$ cat src/rtl/status_snapshot_regs.sv
// status_snapshot_regs: per-channel sticky error flags, saturating edge
// counters and overflow flags, with a snapshot shadow of live status words
// and counters read back through a registered, pipelined read port.
// Optional: define STATUS_SNAP_TIMESTAMP_EN to add a free-running 48-bit
// cycle counter captured on snap_req and readable at 0x03/0x04.
module status_snapshot_regs #(
    parameter int unsigned N_CHAN = 5,
    parameter int unsigned CNT_W  = 16
) (
    input  logic                  clk,
    input  logic                  reset_n,
    input  logic [N_CHAN-1:0]     chan_err,
    input  logic [N_CHAN*32-1:0]  live_status,
    input  logic                  snap_req,
    input  logic                  clr_req,
    input  logic                  rd_stb,
    input  logic [7:0]            rd_addr,
    output logic [31:0]           rd_data,
    output logic                  rd_ack,
    output logic [7:0]            snap_seq
);

    localparam logic [7:0]       NCHAN8  = 8'(N_CHAN);
    localparam logic [7:0]       CNTW8   = 8'(CNT_W);
    localparam logic [CNT_W-1:0] CNT_ONE = CNT_W'(1);

    logic [N_CHAN-1:0] err_q;
    logic [N_CHAN-1:0] edge_w;
    logic [N_CHAN-1:0] sticky_q, sticky_d;
    logic [N_CHAN-1:0] ovf_q, ovf_d;
    logic [CNT_W-1:0]  cnt_q   [N_CHAN];
    logic [CNT_W-1:0]  cnt_d   [N_CHAN];
    logic [CNT_W-1:0]  cnt_upd [N_CHAN];
    logic [31:0]       shd_status_q [N_CHAN];
    logic [CNT_W-1:0]  shd_cnt_q    [N_CHAN];
    logic [7:0]        seq_q;
    logic [31:0]       rd_data_q, rd_data_d;
    logic              rd_ack_q;

`ifdef STATUS_SNAP_TIMESTAMP_EN
    logic [47:0] ts_q;
    logic [47:0] ts_snap_q;

    // Free-running cycle counter, captured on each snapshot
    always_ff @(posedge clk or negedge reset_n) begin
        if (!reset_n) begin
            ts_q      <= '0;
            ts_snap_q <= '0;
        end else begin
            ts_q <= ts_q + 48'd1;
            if (snap_req) ts_snap_q <= ts_q;
        end
    end
`endif

    // Error edge detection, sticky/overflow flags and counter next-state.
    // cnt_upd is the counter after this cycle's edge but before any clear,
    // so a snapshot coincident with a clear sees pre-clear values.
    always_comb begin
        edge_w   = chan_err & ~err_q;
        sticky_d = (clr_req ? '0 : sticky_q) | chan_err;
        ovf_d    = clr_req ? '0 : ovf_q;
        for (int unsigned i = 0; i < N_CHAN; i++) begin
            cnt_upd[i] = cnt_q[i];
            if (edge_w[i]) begin
                if (&cnt_q[i]) begin
                    if (!clr_req) ovf_d[i] = 1'b1;
                end else begin
                    cnt_upd[i] = cnt_q[i] + CNT_ONE;
                end
            end
            cnt_d[i] = clr_req ? (edge_w[i] ? CNT_ONE : '0) : cnt_upd[i];
        end
    end

    // Error tracking state
    always_ff @(posedge clk or negedge reset_n) begin
        if (!reset_n) begin
            err_q    <= '0;
            sticky_q <= '0;
            ovf_q    <= '0;
            for (int unsigned i = 0; i < N_CHAN; i++) cnt_q[i] <= '0;
        end else begin
            err_q    <= chan_err;
            sticky_q <= sticky_d;
            ovf_q    <= ovf_d;
            for (int unsigned i = 0; i < N_CHAN; i++) cnt_q[i] <= cnt_d[i];
        end
    end

    // Snapshot shadow registers and sequence number
    always_ff @(posedge clk or negedge reset_n) begin
        if (!reset_n) begin
            seq_q <= '0;
            for (int unsigned i = 0; i < N_CHAN; i++) begin
                shd_status_q[i] <= '0;
                shd_cnt_q[i]    <= '0;
            end
        end else if (snap_req) begin
            seq_q <= seq_q + 8'd1;
            for (int unsigned i = 0; i < N_CHAN; i++) begin
                shd_status_q[i] <= live_status[32*i +: 32];
                shd_cnt_q[i]    <= cnt_upd[i];
            end
        end
    end

    // Read address decode; rd_data holds when no read is issued
    always_comb begin
        rd_data_d = rd_data_q;
        if (rd_stb) begin
            rd_data_d = '0;
            case (rd_addr)
                8'h00: rd_data_d = {8'hA5, NCHAN8, CNTW8, seq_q};
                8'h01: rd_data_d[N_CHAN-1:0] = sticky_q;
                8'h02: rd_data_d[N_CHAN-1:0] = ovf_q;
`ifdef STATUS_SNAP_TIMESTAMP_EN
                8'h03: rd_data_d = ts_snap_q[31:0];
                8'h04: rd_data_d = {16'h0, ts_snap_q[47:32]};
`endif
                default: begin
                    for (int unsigned i = 0; i < N_CHAN; i++) begin
                        if (rd_addr == 8'(32'h10 + i)) rd_data_d = shd_status_q[i];
                        if (rd_addr == 8'(32'h20 + i)) rd_data_d[CNT_W-1:0] = shd_cnt_q[i];
                    end
                end
            endcase
        end
    end

    // Registered read response, one cycle after each strobe
    always_ff @(posedge clk or negedge reset_n) begin
        if (!reset_n) begin
            rd_data_q <= '0;
            rd_ack_q  <= 1'b0;
        end else begin
            rd_data_q <= rd_data_d;
            rd_ack_q  <= rd_stb;
        end
    end

    assign rd_data  = rd_data_q;
    assign rd_ack   = rd_ack_q;
    assign snap_seq = seq_q;

endmodule

$ cat config.mk
export PLATFORM = sky130hd
export DESIGN_NAME = status_snapshot_regs
export DESIGN_NICKNAME = d
export VERILOG_FILES = /design/src/rtl/status_snapshot_regs.sv
export SDC_FILE = /design/constraint.sdc
export NUM_CORES = 1
export LEC_CHECK = 0
export ABC_AREA = 0
export CAP_MARGIN = 15
export CORE_MARGIN = 2
export CORE_UTILIZATION = 60
export DETAILED_ROUTE_END_ITERATION = 7
export HOLD_SLACK_MARGIN = 0.15
export MAX_ROUTING_LAYER = met4
export PLACE_DENSITY = 0.88
export SLEW_MARGIN = 20
export SYNTH_ARGS = -nofsm -noshare
export SYNTH_HDL_FRONTEND = slang
export SYNTH_SLANG_ARGS = --single-unit
export TNS_END_PERCENT = 1
$ cat constraint.sdc
create_clock -name clk -period 5.6 [get_ports clk]
set_input_delay 0.56 -clock clk [delete_from_list [all_inputs] [get_ports clk]]
set_output_delay 0.56 -clock clk [all_outputs]
set_load 0.01 [all_outputs]
==> out/metrics.cfg, run 1 <==
[floorplanning]
placeableCoreArea_um2=29480
die_width_um=176.6
design.die.area_um2=31190
pin_count=219
fp.dieH_um=176.6
placement_rows=63
floorplan.initialDensity=0.6064

[sta]
largest_clock_skew_in_the_final_design_ns=0.01590
max-slew-margin-rel=0.2949
tcrit_tclk_final=0.6405
maxSlewViolCount=0
timing.hold.ws_ns=0.5026
setup_viol=0
final-hold-violation-count=0
finalSetupTns_ns=0
rsz0062_at_grt=no
timing.fmax_mhz=278.8
worst_pin_slew_ns=1.058
fin_crit_ns=3.587

[power]
netSwitchingFraction=0.2567
p_leak_nw=8.705
power_density_nw_per_um2=301.0
power.clock.fraction=0.394
power_mw=6.480
power_report.internal_total_mw=4.817
total_switching_power_mw=1.663
max-vdd-ir-drop_mv=0.2564
power.sequential.fraction=0.483
power.combinational.fraction=0.122

[clocking]
post_cts_buffers=0
tritoncts=built
max-clock-path-buffers=3
cts-buffers-inserted=39
cts_num_sinks=376
clkLatencyLatePin_ns=0.54
clock_h_tree_levels=2
clock-root-buffer=sky130_fd_sc_hd__clkbuf_16
clkSlewWorstSetupHoldPaths_ns=0.06

[global_route]
initial_antenna_violation_count=2
first_global_vias=14060
grt_first_pass_wirelength_mm=79.64
overall_overflow_remaining_after_global_route=0
grt_max_degree=204
gr-usage-all-layers=0.3417

[finish]
drive_above_1_share=0.1559
nNetsFinal=2010
final_core_util=0.7302
most_common_cell_after_layout_fill_and_taps_aside=sky130_fd_sc_hd__dfrtp_1
post_layout_nonfiller_instances=2250
synthesis_to_finish_area_growth_pct=20.41
mostFrequentLayoutCells=376 x sky130_fd_sc_hd__dfrtp_1, 213 x sky130_fd_sc_hd__clkdlybuf4s50_1, 211 x sky130_fd_sc_hd__nor2_1, 176 x sky130_fd_sc_hd__mux2_2, 131 x sky130_fd_sc_hd__a21oi_1

[setup_path]
crit_path_start=rd_addr[5]
reg2reg_to=shd_cnt_q[49]
setup.reg_to_reg.worst_slack_ns=3.24
start_kind=primary input
crit_path_max_incr_delay_ns=1.13
timing.critical_path.fanout_max=25
reg2reg_start=cnt_q[60]
crit_path_cell_trace=clkdlybuf4s50_1, or4b_1, nor2_2, a22oi_1, nand4_1, o221a_1
critPathCapture=rd_data[7]
worst_ep_required_time_ns=6.06
end_kind=flop
worstPathArrival_ns=4.05
critPathKind=in -> reg
critPathSlowestCell=sky130_fd_sc_hd__or4b_1
reg2reg_depth=5

[run_status]
outcome=completed

[placement]
numPlacedInstances=2173
place.gp.congestion=1.014
dpl.hpwl_mm=36.55
number_of_i_o_port_buffers=218

[detailed_routing]
drtAntennaViolNets=0
routed_wirelength_mm=52.24
drt_iter0_markers=1853
dr_total_vias=14610
first_pass_iters=6
remaining_drc_errors=0
route.detailed.vias_per_inst=6.495
post_drt_wl_per_cell_um=23.22

[synthesis]
post_synth_num_cell_types=81
synth.ff_latch_count=376
netlist.top_cell.by_area=sky130_fd_sc_hd__dfrtp_1
synth_compound_gate_area_share=0.1436
netlist.area_leader.share=0.5263
mean_syn_cell_area_um2=10.73
ys.warnings.count=0
synthesis.nets=1850
synth_top_cells_by_area=sky130_fd_sc_hd__dfrtp_1 53%, sky130_fd_sc_hd__mux2_2 11%, sky130_fd_sc_hd__nor2_1 4.4%
post_synth_and_or_nand_nor_area_fraction=0.1335
dominant_combinational_cell_family_by_area_after_synthesis=compound AO/OA/AOI/OAI gates
ys_seq_area_frac=0.5263
syn_area_um2=17880
synth_area_in_xor_xnor=0.03282
async_reset_ff_frac=1.000
ys_dominant_reg_cell=sky130_fd_sc_hd__dfrtp_1
syn-instance-count=1666
post_synth_mux_area_share=0.1254
share_of_synthesized_cell_area_in_full_adder_half_adder_and_majority_cells=0.004199
synth_edf_count=0

[job]
max_cap_violations=0

[min_path]
min-delay-path-class=reg -> reg
worst_hold_startpoint=sticky_q[4]

-- worst min path at each step --
stage	slack, ns	cells after the start	end
3_3_place_gp	0.46	1	sticky_q[4]
5_1_grt	0.51	1	sticky_q[4]
4_1_cts	0.50	1	sticky_q[4]
3_5_place_dp	0.48	1	sticky_q[4]
6_report	0.50	1	sticky_q[4]
2_1_floorplan	0.26	0	cnt_q[0]
-- sequential cells by signal, summed over array words and instances, names as in the netlist --
name and flops:
snap_seq 8, shd_status_q 160, cnt_q 80, err_q 5
rd_ack 1, sticky_q 5, ovf_q 5, shd_cnt_q 80
rd_data 32
-- layer usage --
| layer | global-route usage | part of all wire | vias up |
|---|---|---|---|
| met3 | 0.06271 | 0.098 | 174 |
| li1 | - | - | 6360 |
| met4 | 0.1346 | 0.046 | 0 |
| met1 | 0.4594 | 0.40 | 7181 |
| met2 | 0.5197 | 0.46 | 898 |
| met5 | - | 0 | - |
-- through the flow --
stage	worst slack, ns	area [um^2]
finish	2.013	21530
detailed placement	1.610	20200
global placement	1.705	20200
global route	1.936	21520
floorplan	3.370	17880
CTS	2.131	21470
-- worst max-delay path, delay by kind of cell --
kind            cells  cell delay, ns
buf+inv             1            0.83
compound gates      2            0.40
simple gates        3            2.25
-- area by class of cell --
class / instances / area (um^2)
sequential: 376 / 9409
fill: 1933 / 7954
multi-input combinational: 1143 / 7888
timing repair buffer: 234 / 2345
clock buffer: 52 / 1105
tap: 390 / 488.0
clock inverter: 17 / 157.7
inverter: 32 / 120.1
antenna: 6 / 15.01
-- what timing repair did --
item / CTS / global route
gates resized for setup: 0 / 0
hold endpoints to repair: 82 / 0
hold buffers: 1 / 0
-- power groups by stage --
| stage | registers [mW] | logic (mW) | clock network (mW) |
|---|---|---|---|
| 6_report | 3.13 | 0.792 | 2.56 |
| 5_1_grt | 3.14 | 0.851 | 2.69 |
| 4_1_cts | 3.12 | 0.784 | 2.57 |
| 3_5_place_dp | 3.16 | 0.774 | 0 |
| 3_3_place_gp | 3.15 | 0.747 | 0 |
| 2_1_floorplan | 3.09 | 0.396 | 0 |
-- logic make-up after synthesis --
family | after synthesis
xor gates and xnor gates | 67
and+or+nand+nor | 468
adders and majority gates | 6
DFF | 376
muxes | 202
AOI/OAI and AO/OA | 400
buffers and inverters | 147
-- cell usage after synthesis, types with 4 or more instances --
cell type / instances
sky130_fd_sc_hd__xnor2_1: 56
sky130_fd_sc_hd__nor2_1: 211
sky130_fd_sc_hd__buf_4: 5
sky130_fd_sc_hd__and2_1: 6
sky130_fd_sc_hd__nor4b_2: 4
sky130_fd_sc_hd__nor2b_1: 11
sky130_fd_sc_hd__a211o_1: 4
sky130_fd_sc_hd__and3b_1: 5
sky130_fd_sc_hd__and3_1: 13
sky130_fd_sc_hd__nand3_1: 28
sky130_fd_sc_hd__or3b_2: 5
sky130_fd_sc_hd__buf_2: 19
sky130_fd_sc_hd__nor4_1: 5
sky130_fd_sc_hd__o221ai_1: 7
sky130_fd_sc_hd__nand4_1: 26
sky130_fd_sc_hd__a211oi_1: 18
sky130_fd_sc_hd__dfrtp_1: 376
sky130_fd_sc_hd__a21oi_1: 131
sky130_fd_sc_hd__a22o_1: 4
sky130_fd_sc_hd__or3_1: 4
sky130_fd_sc_hd__and4_1: 12
sky130_fd_sc_hd__clkbuf_1: 85
sky130_fd_sc_hd__nand2_1: 70
sky130_fd_sc_hd__xor2_1: 11
sky130_fd_sc_hd__a221oi_1: 7
sky130_fd_sc_hd__o21ai_0: 64
sky130_fd_sc_hd__mux2_2: 176
sky130_fd_sc_hd__ha_1: 6
sky130_fd_sc_hd__nand2b_1: 11
sky130_fd_sc_hd__a221oi_2: 5
sky130_fd_sc_hd__a2111oi_0: 8
sky130_fd_sc_hd__inv_1: 31
sky130_fd_sc_hd__o211ai_1: 27
sky130_fd_sc_hd__a31oi_1: 30
sky130_fd_sc_hd__a21o_1: 7
sky130_fd_sc_hd__a22oi_1: 29
sky130_fd_sc_hd__mux2i_1: 26
sky130_fd_sc_hd__o22ai_1: 25
sky130_fd_sc_hd__o31ai_1: 4
sky130_fd_sc_hd__nand3b_1: 8
sky130_fd_sc_hd__nor3_1: 21
Note: power is estimated with default switching activity, not from simulation.
==> run 2, diff against run 1 <==
--- a/config.mk
+++ b/config.mk
@@ -8,11 +8,11 @@
 export ABC_AREA = 0
 export CAP_MARGIN = 15
 export CORE_MARGIN = 2
-export CORE_UTILIZATION = 60
+export CORE_UTILIZATION = 56
 export DETAILED_ROUTE_END_ITERATION = 7
 export HOLD_SLACK_MARGIN = 0.15
 export MAX_ROUTING_LAYER = met4
-export PLACE_DENSITY = 0.88
+export PLACE_DENSITY = 0.83
 export SLEW_MARGIN = 20
 export SYNTH_ARGS = -nofsm -noshare
 export SYNTH_HDL_FRONTEND = slang
==> constraint.sdc (replaced) <==
create_clock -name clk -period 3.3 [get_ports clk]
set_input_delay 0.33 -clock clk [delete_from_list [all_inputs] [get_ports clk]]
set_output_delay 0.33 -clock clk [all_outputs]
set_load 0.01 [all_outputs]
==> run 2 against run 1 <==
Global-route usage decreased by 0.12 points. Via count down 0.38%. First-iteration DRC count fell by 23%. Die area increased by 7.0%. Combinational power rose by 72%. Highest routed layer unchanged. Worst setup slack worse by 1.2 ns. Utilization decreased by 3.6 points.
==> out/metrics.cfg, run 2 (synthesis results as in run 1) <==
[power]
power.combinational.fraction=0.122  ; about the same
power_report.internal_total_mw=8.272  ; was 4.817 mW
power.sequential.fraction=0.478  ; was 0.483
netSwitchingFraction=0.2568  ; was 0.2567
power.clock.fraction=0.400  ; was 0.394
max-vdd-ir-drop_mv=0.4366  ; was 0.2564 mV
total_switching_power_mw=2.858  ; was 1.663 mW
p_leak_nw=8.880  ; was 8.705 nW
power_density_nw_per_um2=509.3  ; was 301.0 nW/um^2
power_mw=11.13  ; was 6.480 mW

[sta]
worst_pin_slew_ns=0.8943  ; was 1.058 ns
rsz0062_at_grt=no  ; unchanged
largest_clock_skew_in_the_final_design_ns=0.02203  ; was 0.01590 ns
setup_viol=0  ; unchanged
tcrit_tclk_final=0.7567
fin_crit_ns=2.497
timing.fmax_mhz=400.4
finalSetupTns_ns=0  ; unchanged
maxSlewViolCount=0  ; unchanged
max-slew-margin-rel=0.3992  ; was 0.2949
final-hold-violation-count=0  ; unchanged

[floorplanning]
floorplan.initialDensity=0.5680  ; was 0.6064
die_width_um=182.7  ; was 176.6 um
placement_rows=65  ; was 63
placeableCoreArea_um2=31470  ; was 29480 um^2
pin_count=219  ; unchanged
fp.dieH_um=182.7  ; was 176.6 um
design.die.area_um2=33370  ; was 31190 um^2

[finish]
num-fill-cells=2271  ; was 1933
most_common_cell_after_layout_fill_and_taps_aside=sky130_fd_sc_hd__dfrtp_1  ; unchanged
layout_top_registers=shd_status_q (160), cnt_q (80), shd_cnt_q (80)  ; unchanged
drive_above_1_share=0.1687  ; was 0.1559
largest_reg_flops=160  ; unchanged
nNetsFinal=2044  ; was 2010
mostFrequentLayoutCells=376 x sky130_fd_sc_hd__dfrtp_1, 213 x sky130_fd_sc_hd__clkdlybuf4s50_1, 211 x sky130_fd_sc_hd__nor2_1, 176 x sky130_fd_sc_hd__mux2_2, 131 x sky130_fd_sc_hd__a21oi_1  ; unchanged
top_register=shd_status_q  ; unchanged
synthesis_to_finish_area_growth_pct=22.23  ; was 20.41%

[clocking]
clkLatencyLatePin_ns=0.54  ; about the same
clkSlewWorstSetupHoldPaths_ns=0.06  ; about the same
clock-root-buffer=sky130_fd_sc_hd__clkbuf_16  ; unchanged
tritoncts=built  ; unchanged
cts_num_sinks=376  ; unchanged
max-clock-path-buffers=3  ; unchanged
cts-buffers-inserted=41  ; was 39
clock_h_tree_levels=2  ; unchanged

[global_route]
first_global_vias=14540  ; was 14060
gr-usage-all-layers=0.3405  ; was 0.3417
overall_overflow_remaining_after_global_route=0  ; unchanged
grt_max_degree=86  ; was 204
initial_antenna_violation_count=0  ; was 2
grt_first_pass_wirelength_mm=84.16  ; was 79.64 mm

[detailed_routing]
routed_wirelength_mm=54.24  ; was 52.24 mm
drtAntennaViolNets=0  ; unchanged
dr_total_vias=14560  ; was 14610
remaining_drc_errors=0  ; unchanged
post_drt_wl_per_cell_um=23.64  ; was 23.22 um
drt_iter0_markers=1422  ; was 1853
route.detailed.vias_per_inst=6.346  ; was 6.495
first_pass_iters=8  ; was 6

[placement]
number_of_i_o_port_buffers=218  ; unchanged
place.gp.congestion=1.004  ; was 1.014
dpl.hpwl_mm=39.71  ; was 36.55 mm

[min_path]
min-delay-path-class=in -> reg  ; was reg -> reg

[setup_path]
end_kind=flop  ; unchanged
start_kind=primary input  ; unchanged
crit_path_cell_trace=clkdlybuf4s50_1, or4b_1, nor2_2, buf_4, a22oi_1, a31oi_1  ; was clkdlybuf4s50_1, or4b_1, nor2_2, a22oi_1, nand4_1, o221a_1
critPathSlowestCell=sky130_fd_sc_hd__clkdlybuf4s50_1  ; was sky130_fd_sc_hd__or4b_1
worstPathArrival_ns=2.94  ; was 4.05 ns
critPathKind=in -> reg  ; unchanged
timing.critical_path.fanout_max=16  ; was 25
worst_ep_required_time_ns=3.74  ; was 6.06 ns
crit_path_max_incr_delay_ns=0.79  ; was 1.13 ns
critPathTopFamily=simple AND/OR/NAND/NOR gates  ; unchanged
timing.critical_path.buf_inv=2  ; was 1

[job]
max_cap_violations=0  ; unchanged

[run_status]
outcome=completed  ; unchanged

-- run 2: changes by cell type in the layout (fill, tap and decap cells not counted), sizes merged --
cell,before,now
inv,34,33
clkinvlp,3,5
buf,20,52
clkinv,10,8
diode,6,1
clkbuf,52,58
-- run 2: worst paths after layout --
check	start	cells past startpoint	end	slack, ns
worst max-delay path	rd_addr[4]	6	rd_data[20]	0.80
worst min-delay path	clr_req	2	cnt_q[75]	0.18
worst max register to register	cnt_q[32]	6	shd_cnt_q[44]	1.03
worst min register to register	sticky_q[1]	1	sticky_q[1]	0.48
max in group asynchronous	reset_n	3	shd_status_q[43]	2.03
min in group asynchronous	reset_n	2	cnt_q[66]	0.42
-- run 2: repair_timing --
action / CTS / global route
endpoints found under the hold margin: 80 / 0
buffers inserted: 0 / 0
hold buffers: 1 / 0
endpoints found under the setup margin: 0 / 0
gates resized for setup: 0 / 0
-- run 2: routing by layer --
layer / up-vias / GRT usage / routed length [um]
met1: 7239 / 0.4355 / 21400
met5: - / - / 0
met3: 132 / 0.07583 / 5268
met4: 0 / 0.1255 / 2173
met2: 776 / 0.5363 / 25400
li1: 6410 / - / -
-- run 2: per-stage QoR --
| stage | std cells | instance area (um^2) | hold slack (ns) | setup slack, ns | util |
|---|---|---|---|---|---|
| 2_1_floorplan | 1666 | 17880 | 0.03441 | 1.300 | - |
| 3_3_place_gp | 2218 | 20540 | 0.3955 | 0.4384 | 0.6525 |
| 3_5_place_dp | 2218 | 20540 | 0.3964 | 0.3796 | 0.6525 |
| 4_1_cts | 2293 | 21850 | 0.1628 | 0.8754 | 0.6942 |
| 5_1_grt | 2293 | 21850 | 0.1870 | 0.7301 | 0.6942 |
| 6_report | 2294 | 21850 | 0.1766 | 0.8027 | 0.6943 |
-- run 2: layout make-up --
class,instances,area [um^2],share of cell area
sequential,376,9409,0.4306
multi-input combinational,1143,7874,0.3603
timing repair buffer,266,2640,0.1208
clock buffer,58,1150,0.05262
tap,402,503.0,0.02302
clock inverter,16,153.9,0.007043
inverter,32,120.1,0.005497
antenna,1,2.502,0.0001145
-- run 2: power groups by stage --
stage / clock (mW) / sequential, mW / combinational [mW]
CTS: 4.51 / 5.31 / 1.36
finish: 4.45 / 5.32 / 1.36
global route: 4.69 / 5.34 / 1.47
global placement: 0 / 5.38 / 1.30
detailed placement: 0 / 5.38 / 1.35
floorplan: 0 / 5.24 / 0.673
-- run 2: worst reg2reg max path: cells and delay by family, from the launching register on --
kind | cells | cell delay (ns)
xor gates and xnor gates | 1 | 0.15
DFF | 1 | 0.45
and+or+nand+nor | 3 | 1.23
AOI/OAI and AO/OA | 1 | 0.11
adders and majority gates | 1 | 0.22
